`src/rtl/greenhouse_clock.sv`:
```
// greenhouse_clock
//
// Keeps the time of day (hh:mm:ss, 24 h) and a sunrise setting (hh:mm). It
// drives lights_on for the grow-light driver. It sits behind the front-panel
// menu stage and consumes that stage's adjust step codes.
//
// Parameters:
//   CLK_HZ        clock cycles per second (prescaler terminal count CLK_HZ-1)
//   LIGHT_MINUTES photoperiod length in minutes, 1..1439
//   REPEAT_CYCLES auto-repeat interval in cycles (auto-repeat build only)
//
// Ports:
//   clk                  system clock, rising edge
//   rst_n                asynchronous active-low reset
//   time_adjust[2:0]     0 none, 1 min up, 2 min down, 3 hour up, 4 hour down,
//                        5-7 ignored
//   sunrise_time_adjust  same encoding, applied to the sunrise setting
//   hours/minutes/seconds          current time (registered)
//   sunrise_hours/sunrise_minutes  sunrise setting (registered)
//   lights_on            high while current time is inside the photoperiod
//   sec_tick             one-cycle pulse at each prescaler wrap
//
// Build option:
//   GH_CLOCK_AUTOREPEAT_EN  when defined, a held adjust code in 1-4 issues one
//                           extra step every REPEAT_CYCLES cycles after the
//                           first one.

module greenhouse_clock #(
  parameter int unsigned CLK_HZ        = 50_000_000,
  parameter int unsigned LIGHT_MINUTES = 720,
  parameter int unsigned REPEAT_CYCLES = 12_500_000
) (
  input  logic       clk,
  input  logic       rst_n,
  input  logic [2:0] time_adjust,
  input  logic [2:0] sunrise_time_adjust,
  output logic [4:0] hours,
  output logic [5:0] minutes,
  output logic [5:0] seconds,
  output logic [4:0] sunrise_hours,
  output logic [5:0] sunrise_minutes,
  output logic       lights_on,
  output logic       sec_tick
);

  localparam int unsigned PrescW = (CLK_HZ > 1) ? $clog2(CLK_HZ) : 1;
  localparam logic [PrescW-1:0] PrescTop = PrescW'(CLK_HZ - 1);

  localparam logic [2:0] AdjMinUp   = 3'd1;
  localparam logic [2:0] AdjMinDown = 3'd2;
  localparam logic [2:0] AdjHourUp  = 3'd3;
  localparam logic [2:0] AdjHourDn  = 3'd4;

  function automatic logic is_step_code(input logic [2:0] c);
    return (c >= AdjMinUp) && (c <= AdjHourDn);
  endfunction

  function automatic logic [5:0] wrap_up(input logic [5:0] v, input logic [5:0] top);
    return (v == top) ? 6'd0 : v + 6'd1;
  endfunction

  function automatic logic [5:0] wrap_down(input logic [5:0] v, input logic [5:0] top);
    return (v == 6'd0) ? top : v - 6'd1;
  endfunction

  // State
  logic [PrescW-1:0] presc_q, presc_d;
  logic              tick_q, tick_d;
  logic [4:0]        hr_q, hr_d;
  logic [5:0]        min_q, min_d;
  logic [5:0]        sec_q, sec_d;
  logic [4:0]        sr_hr_q, sr_hr_d;
  logic [5:0]        sr_min_q, sr_min_d;
  logic              lights_q, lights_d;
  logic [2:0]        time_code_q, sr_code_q;

  // A step fires on a change into 1-4 relative to last cycle's code.
  logic time_edge, sr_edge;
  logic time_step, sr_step;

  assign time_edge = is_step_code(time_adjust) && (time_adjust != time_code_q);
  assign sr_edge   = is_step_code(sunrise_time_adjust) && (sunrise_time_adjust != sr_code_q);

`ifdef GH_CLOCK_AUTOREPEAT_EN
  localparam int unsigned HoldW = $clog2(REPEAT_CYCLES + 1);
  localparam logic [HoldW-1:0] HoldTop = HoldW'(REPEAT_CYCLES);

  // Hold counters count cycles since the last issued step for a held code.
  logic [HoldW-1:0] time_hold_q, time_hold_d;
  logic [HoldW-1:0] sr_hold_q, sr_hold_d;
  logic             time_rep, sr_rep;

  always_comb begin
    time_hold_d = '0;
    time_rep    = 1'b0;
    if (is_step_code(time_adjust)) begin
      if (time_edge) begin
        time_hold_d = HoldW'(1);
      end else if (time_hold_q == HoldTop) begin
        time_rep    = 1'b1;
        time_hold_d = HoldW'(1);
      end else begin
        time_hold_d = time_hold_q + HoldW'(1);
      end
    end
  end

  always_comb begin
    sr_hold_d = '0;
    sr_rep    = 1'b0;
    if (is_step_code(sunrise_time_adjust)) begin
      if (sr_edge) begin
        sr_hold_d = HoldW'(1);
      end else if (sr_hold_q == HoldTop) begin
        sr_rep    = 1'b1;
        sr_hold_d = HoldW'(1);
      end else begin
        sr_hold_d = sr_hold_q + HoldW'(1);
      end
    end
  end

  always_ff @(posedge clk or negedge rst_n) begin
    if (!rst_n) begin
      time_hold_q <= '0;
      sr_hold_q   <= '0;
    end else begin
      time_hold_q <= time_hold_d;
      sr_hold_q   <= sr_hold_d;
    end
  end

  assign time_step = time_edge | time_rep;
  assign sr_step   = sr_edge | sr_rep;
`else
  assign time_step = time_edge;
  assign sr_step   = sr_edge;
`endif

  // Prescaler and time of day. A time step takes priority over the tick's
  // seconds increment; the tick pulse itself is never suppressed.
  logic tick;
  assign tick = (presc_q == PrescTop);

  always_comb begin
    presc_d = tick ? '0 : presc_q + PrescW'(1);
    tick_d  = tick;
    hr_d    = hr_q;
    min_d   = min_q;
    sec_d   = sec_q;
    if (time_step) begin
      case (time_adjust)
        AdjMinUp: begin
          min_d   = wrap_up(min_q, 6'd59);
          sec_d   = '0;
          presc_d = '0;
        end
        AdjMinDown: begin
          min_d   = wrap_down(min_q, 6'd59);
          sec_d   = '0;
          presc_d = '0;
        end
        AdjHourUp: hr_d = 5'(wrap_up({1'b0, hr_q}, 6'd23));
        AdjHourDn: hr_d = 5'(wrap_down({1'b0, hr_q}, 6'd23));
        default: ;
      endcase
    end else if (tick) begin
      sec_d = wrap_up(sec_q, 6'd59);
      if (sec_q == 6'd59) begin
        min_d = wrap_up(min_q, 6'd59);
        if (min_q == 6'd59) begin
          hr_d = 5'(wrap_up({1'b0, hr_q}, 6'd23));
        end
      end
    end
  end

  // Sunrise setting, independent of ticks and time steps.
  always_comb begin
    sr_hr_d  = sr_hr_q;
    sr_min_d = sr_min_q;
    if (sr_step) begin
      case (sunrise_time_adjust)
        AdjMinUp:   sr_min_d = wrap_up(sr_min_q, 6'd59);
        AdjMinDown: sr_min_d = wrap_down(sr_min_q, 6'd59);
        AdjHourUp:  sr_hr_d  = 5'(wrap_up({1'b0, sr_hr_q}, 6'd23));
        AdjHourDn:  sr_hr_d  = 5'(wrap_down({1'b0, sr_hr_q}, 6'd23));
        default: ;
      endcase
    end
  end

  // Photoperiod: minutes elapsed since sunrise modulo one day, computed from
  // the registered time so lights_on trails a step by one cycle.
  logic [10:0]        now_min, sr_min_of_day;
  logic signed [11:0] diff;
  logic [11:0]        diff_mod;

  always_comb begin
    now_min       = 11'(hr_q) * 11'd60 + 11'(min_q);
    sr_min_of_day = 11'(sr_hr_q) * 11'd60 + 11'(sr_min_q);
    diff          = $signed({1'b0, now_min}) - $signed({1'b0, sr_min_of_day});
    diff_mod      = (diff < 0) ? 12'(diff + 12'sd1440) : 12'(diff);
    lights_d      = (diff_mod < 12'(LIGHT_MINUTES));
  end

  always_ff @(posedge clk or negedge rst_n) begin
    if (!rst_n) begin
      presc_q     <= '0;
      tick_q      <= 1'b0;
      hr_q        <= '0;
      min_q       <= '0;
      sec_q       <= '0;
      sr_hr_q     <= 5'd6;
      sr_min_q    <= '0;
      lights_q    <= 1'b0;
      time_code_q <= '0;
      sr_code_q   <= '0;
    end else begin
      presc_q     <= presc_d;
      tick_q      <= tick_d;
      hr_q        <= hr_d;
      min_q       <= min_d;
      sec_q       <= sec_d;
      sr_hr_q     <= sr_hr_d;
      sr_min_q    <= sr_min_d;
      lights_q    <= lights_d;
      time_code_q <= time_adjust;
      sr_code_q   <= sunrise_time_adjust;
    end
  end

  assign hours           = hr_q;
  assign minutes         = min_q;
  assign seconds         = sec_q;
  assign sunrise_hours   = sr_hr_q;
  assign sunrise_minutes = sr_min_q;
  assign lights_on       = lights_q;
  assign sec_tick        = tick_q;

endmodule
```
`config.mk`:
```
export PLATFORM = sky130hd
export DESIGN_NAME = greenhouse_clock
export DESIGN_NICKNAME = d
export VERILOG_FILES = /design/src/rtl/greenhouse_clock.sv
export SDC_FILE = /design/constraint.sdc
export NUM_CORES = 1
export LEC_CHECK = 0
export CAP_MARGIN = 20
export CORE_MARGIN = 2
export CORE_UTILIZATION = 35
export CTS_CLUSTER_SIZE = 25
export DETAILED_ROUTE_END_ITERATION = 7
export GPL_TIMING_DRIVEN = 0
export SYNTH_ARGS = -nofsm -noshare
export SYNTH_HDL_FRONTEND = slang
export SYNTH_SLANG_ARGS = --single-unit
```
`constraint.sdc`:
```
create_clock -name clk -period 8.3 [get_ports clk]
set_clock_uncertainty 0.1 [all_clocks]
set_input_delay 0.83 -clock clk [delete_from_list [all_inputs] [get_ports clk]]
set_output_delay 0.83 -clock clk [all_outputs]
set_load 0.02 [all_outputs]
```
==> impl_metrics.env, run 1 <==
export IMPL_hold_viol_final=0
export IMPL_setup_ws_ns=2.43
export IMPL_wl_per_cell_um=13.3
export IMPL_clkLatencyLatePin_ns=0.33
export IMPL_worst_pin_slew_ns=0.867
export IMPL_status="completed"
export IMPL_synth_edf_count=0
export IMPL_critPathRequiredTime_ns=8.47
export IMPL_hp_class="reg2reg"
export IMPL_hold_buffers=0
export IMPL_max_cap_viol_count=0
export IMPL_syn_nets=754
export IMPL_crit_type="reg2reg"
export IMPL_synth_top_cells_by_area="dfrtp_1 26%, ha_1 15%, fa_1 5.6%"
export IMPL_slew_viol_final=0
export IMPL_vias_per_cell=5.09
export IMPL_htreeDepth=3
export IMPL_synth_cells=663
export IMPL_rsz0062_at_grt="false"
export IMPL_gp_congestion=0.857
export IMPL_ant_nets=0
export IMPL_vias=4745
export IMPL_synthFlopType="dfrtp_1"
export IMPL_cts_buffer_depth=2
export IMPL_fin_crit_ns=5.87
export IMPL_area_delta_synth_final_pct=16.9
export IMPL_n_antenna_cell=0
export IMPL_critPathCaptureType="register"
export IMPL_syn_area_um2=5750
export IMPL_grt_max_degree=63
export IMPL_core_area_um2=15900
export IMPL_synth_seq_cells=62
export IMPL_worstSetupStartpointType="register"
export IMPL_fin_nets=802
export IMPL_clkSlewWorstSetupHoldPaths_ns=0.06
export IMPL_die_w_um=132
export IMPL_synth_cell_type_count=67
export IMPL_synthArstFlopShare=1.00
export IMPL_drc=0
export IMPL_clockRootBuffer="clkbuf_16"
export IMPL_yosysWarnings=0
export IMPL_wl_um=12400
export IMPL_synth_top_area_share=0.261
export IMPL_ios=38
export IMPL_period_share=0.707
export IMPL_cp_arrival_ns=6.04
export IMPL_hpwl_um=9380
export IMPL_avgSynthCellArea_um2=8.67
export IMPL_relSlewSlack=0.420
export IMPL_antenna_found_initial=0
export IMPL_start_util=0.361
export IMPL_clock_sinks=62
export IMPL_cp_max_fo=10
export IMPL_pre_cts_slack_ns=2.55
export IMPL_grt_pass1_vias=4837
export IMPL_ctsResizeCount=0
export IMPL_fp_dieArea_um2=17500
export IMPL_numPortBuffers=37
export IMPL_drt_pass1_iter_count=4
export IMPL_fillers=1576
export IMPL_fin_tns_setup_ns=0
export IMPL_rows=46
export IMPL_fmax_ghz=0.170
export IMPL_layout_drive_gt1_share=0.0559
export IMPL_cts_tree="done"
export IMPL_setup_viol=0
export IMPL_yosysTopAreaCell="dfrtp_1"
export IMPL_grtUsageTotal=0.148
export IMPL_drt_initial_drc_count=258
export IMPL_globalRouteOverflowTotal=0
export IMPL_ys_seq_area_frac=0.270
export IMPL_fp_dieH_um=132
export IMPL_grt_pass1_wl_um=21700
export IMPL_cts_setup_buffers=0
export IMPL_cts_made_buffers=9
[final cells by class]
type / instances / area, um^2 / area share
Multi-Input combinational cell: 522 / 3890 / 0.579
Sequential cell: 62 / 1550 / 0.231
Timing Repair Buffer: 37 / 368 / 0.0547
Tap cell: 216 / 270 / 0.0402
Inverter: 69 / 259 / 0.0385
Clock buffer: 12 / 256 / 0.0382
Clock inverter: 4 / 77.6 / 0.0115
Buffer: 10 / 41.3 / 0.00614
[synthesized netlist by cell type (2+ instances only)]
| library cell | count |
|---|---|
| inv_1 | 69 |
| ha_1 | 67 |
| dfrtp_1 | 60 |
| nand2_1 | 58 |
| nor2_1 | 56 |
| a21oi_1 | 43 |
| xor2_1 | 34 |
| o21ai_0 | 33 |
| xnor2_1 | 32 |
| nand3_1 | 25 |
| fa_1 | 16 |
| a21o_1 | 13 |
| and3_1 | 11 |
| nor3_1 | 11 |
| nand2b_1 | 10 |
| nand4_1 | 9 |
| a31oi_1 | 8 |
| o31ai_1 | 8 |
| and2_1 | 6 |
| clkbuf_1 | 6 |
| nor2b_1 | 6 |
| o21bai_1 | 5 |
| or3_1 | 5 |
| and4_1 | 4 |
| o22ai_1 | 4 |
| a211oi_1 | 3 |
| buf_2 | 3 |
| nand3b_1 | 3 |
| o21a_1 | 3 |
| o21ai_1 | 3 |
| or2_2 | 3 |
| a21boi_0 | 2 |
| a21oi_2 | 2 |
| a221oi_1 | 2 |
| a311oi_1 | 2 |
| dfstp_2 | 2 |
| mux2i_1 | 2 |
| nand3_2 | 2 |
| nor2b_2 | 2 |
| nor3b_1 | 2 |
| o22a_1 | 2 |
[flip-flops by register name, indices dropped and copies added, names as in the netlist]
name	count
presc_q	26
minutes	6
seconds	6
sunrise_minutes	6
hours	5
sunrise_hours	5
sr_code_q	3
time_code_q	3
lights_on	1
sec_tick	1
[stage by stage]
| step | instance area (um^2) | utilization | instances | hold slack, ns |
|---|---|---|---|---|
| floorplan | 5750 | - | 663 | 0.375 |
| global placement | 6390 | 0.401 | 916 | 0.409 |
| detailed placement | 6390 | 0.401 | 916 | 0.421 |
| CTS | 6720 | 0.422 | 932 | 0.438 |
| global route | 6720 | 0.422 | 932 | 0.471 |
| finish | 6720 | 0.422 | 932 | 0.431 |
[path summary, 6_finish.rpt]
check	startpoint	slack, ns	endpoint	cells after the start
worst max-delay path	sunrise_hours[2]	2.43	lights_on	18
worst min-delay path	presc_q[0]	0.43	presc_q[0]	1
worst max register to register	sunrise_hours[2]	2.43	lights_on	18
worst min register to register	presc_q[0]	0.43	presc_q[0]	1
max in group asynchronous	rst_n	7.08	seconds[0]	1
min in group asynchronous	rst_n	0.47	sunrise_hours[3]	1
[routing by layer]
layer,up-vias,global-route usage,routed length [um]
li1,2386,-,-
met2,67,0.264,6170
met4,0,0.0568,226
met1,2272,0.178,5650
met3,20,0.0246,366
met5,-,0,0
[placed cells by master, fill, tap and decap left out, types with 4 or more instances in the layout]
cell type,count
o21bai_1,5
clkbuf_16,9
a21o_1,13
inv_1,69
nand2_1,58
xor2_1,34
nand4_1,9
or3_1,5
nor2_1,56
fa_1,16
a21oi_1,43
and3_1,11
o21ai_0,33
o31ai_1,8
a31oi_1,8
dfrtp_1,60
clkbuf_1,7
nor2b_1,6
nand2b_1,10
and2_1,6
xnor2_1,32
and4_1,4
ha_1,67
nand3_1,25
nor3_1,11
o22ai_1,4
clkdlybuf4s50_1,36
[cells by family (layout without fill, tap and decap cells)]
logic type,count (synthesis),in the layout,share of synthesized area
and+or+nand+nor,218,218,0.191
AOI/OAI and AO/OA,151,151,0.175
muxes,3,3,0.00588
xor gates and xnor gates,67,67,0.104
buffers and inverters,79,132,0.0522
adders and majority gates,83,83,0.202
DFF,62,62,0.270
[critical path, cell delays in order (launching register included)]
cell	delay, ns
dfstp_2	0.67
fa_1	0.49
inv_1	0.09
fa_1	0.45
fa_1	0.51
inv_1	0.04
ha_1	0.30
xor2_1	0.18
ha_1	0.37
and3_1	0.24
a221oi_4	0.32
xnor2_1	0.28
ha_1	0.29
xnor3_1	0.34
a31o_1	0.25
nor4_1	0.24
o21ai_0	0.13
a311oi_1	0.32
a311o_1	0.17
Power of run 1 is left out: the tool's default activity adds up to more than one toggle a clock period on the data nets, which glitch-free logic cannot reach.
==> run 2, diff against run 1 <==
clock period = 5.65 ns   (was 8.3 ns; I/O delays follow)
==> impl_metrics.env, run 2 (synthesized netlist as in run 1, its figures left out) <==
export IMPL_gp_congestion=0.857
export IMPL_clkSlewWorstSetupHoldPaths_ns=0.06
export IMPL_crit_type="reg2reg"
export IMPL_setup_viol=0
export IMPL_grt_pass1_wl_um=21800
export IMPL_layout_drive_gt1_share=0.0877
export IMPL_layout_common_cells="69 x inv_1, 65 x ha_1, 58 x nand2_1, 57 x dfrtp_1, 56 x nor2_1"
export IMPL_cts_made_buffers=9
export IMPL_hp_class="in2async"
export IMPL_grt_pass1_vias=4845
export IMPL_layout_commonest_cell="inv_1"
export IMPL_drt_pass1_iter_count=5
export IMPL_wl_per_cell_um=13.4
export IMPL_hold_buffers=0
export IMPL_numPortBuffers=37
export IMPL_worst_pin_slew_ns=0.886
export IMPL_largest_register="presc_q"
export IMPL_cts_tree="done"
export IMPL_rows=46
export IMPL_largest_reg_flops=26
export IMPL_critPathRequiredTime_ns=5.82
export IMPL_hold_viol_final=0
export IMPL_slew_viol_final=0
export IMPL_globalRouteOverflowTotal=0
export IMPL_drc=0
export IMPL_clock_sinks=62
export IMPL_instances_no_fill=946
export IMPL_critPathCaptureType="register"
export IMPL_vias_per_cell=5.06
export IMPL_grt_max_degree=63
export IMPL_relSlewSlack=0.406
export IMPL_cp_max_fo=7
export IMPL_fin_crit_ns=5.47
export IMPL_cp_arrival_ns=5.64
export IMPL_place_inst=916
export IMPL_placement_cell_area_um2=6390
export IMPL_worstSetupStartpointType="register"
export IMPL_drt_initial_drc_count=265
export IMPL_wl_um=12700
export IMPL_start_util=0.361
export IMPL_cts_buffer_depth=2
export IMPL_ios=38
export IMPL_core_area_um2=15900
export IMPL_clockRootBuffer="clkbuf_16"
export IMPL_fmax_ghz=0.183
export IMPL_area_delta_synth_final_pct=19.9
export IMPL_die_w_um=132
export IMPL_fin_hold_ws_ns=0.204
export IMPL_finalInstanceArea_um2=6890
export IMPL_clkLatencyLatePin_ns=0.33
export IMPL_antenna_found_initial=0
export IMPL_fp_dieArea_um2=17500
export IMPL_hpwl_um=9380
export IMPL_period_share=0.969
export IMPL_fp_dieH_um=132
export IMPL_max_cap_viol_count=0
export IMPL_ant_nets=0
export IMPL_status="completed"
export IMPL_fin_nets=816
export IMPL_grtUsageTotal=0.149
export IMPL_n_antenna_cell=0
export IMPL_vias=4786
export IMPL_htreeDepth=3
-- run 2: changes by cell type in the layout (fill, tap and decap cells not counted), moves of 2 or more --
cell / before / now
buf_4: 1 / 15
dfrtp_1: 60 / 57
dfrtp_2: 0 / 3
xnor2_1: 32 / 29
xnor2_2: 0 / 3
ha_1: 67 / 65
-- run 2: metrics by stage --
| step | setup TNS [ns] | util | setup slack [ns] |
|---|---|---|---|
| 2_1_floorplan | 0 | - | 0.310 |
| 3_3_place_gp | 0 | 0.401 | 0.00182 |
| 3_5_place_dp | -0.0988 | 0.401 | -0.0988 |
| 4_1_cts | 0 | 0.423 | 0.0166 |
| 5_1_grt | -0.00793 | 0.432 | -0.00793 |
| 6_report | 0 | 0.432 | 0.176 |
-- run 2: area by class of cell --
cell class	count	area, um^2
inverter	69	259
clock inverter	4	77.6
clock buffer	12	256
timing repair buffer	51	473
multi-input combinational	522	3960
fill	1566	9050
buffer	10	41.3
tap	216	270
sequential	62	1560
-- run 2: path summary, 6_finish.rpt --
kind / startpoint / end / slack, ns / cells past startpoint
max in group asynchronous: rst_n / hours[2] / 4.62 / 1
setup reg to reg: sunrise_hours[0] / lights_on / 0.18 / 18
min in group clk: presc_q[0] / presc_q[0] / 0.43 / 1
setup / recovery: sunrise_hours[0] / lights_on / 0.18 / 18
hold / removal: rst_n / sunrise_hours[3] / 0.20 / 1
hold reg to reg: presc_q[0] / presc_q[0] / 0.43 / 1
-- run 2: repair_timing --
item | 4_1_cts | 5_1_grt
endpoints found under the setup margin | 1 | 1
endpoints found under the hold margin | 0 | 0
pin swaps | 1 | 5
cloned | 0 | 0
resized for setup | 4 | 9
setup buffers | 2 | 12
-- run 2: worst max-delay path, stage by stage (launching register included) --
cell	delay, ns
dfrtp_2	0.46
fa_1	0.58
inv_1	0.06
fa_1	0.48
fa_1	0.51
inv_1	0.04
ha_1	0.30
xor2_1	0.28
ha_4	0.27
and3_1	0.21
a221oi_4	0.32
xnor2_2	0.19
ha_2	0.25
xnor3_1	0.32
a31o_1	0.26
nor4_2	0.17
o21ai_0	0.12
a311oi_1	0.32
a311o_1	0.17
-- run 2: metal layers --
layer,wire length [um],GRT usage,vias to the layer above
li1,-,-,2408
met1,5660,0.179,2290
met2,6350,0.264,72
met3,437,0.0246,16
met4,211,0.0568,0
met5,0,0,-
Power of run 2 is left out for the same reason.
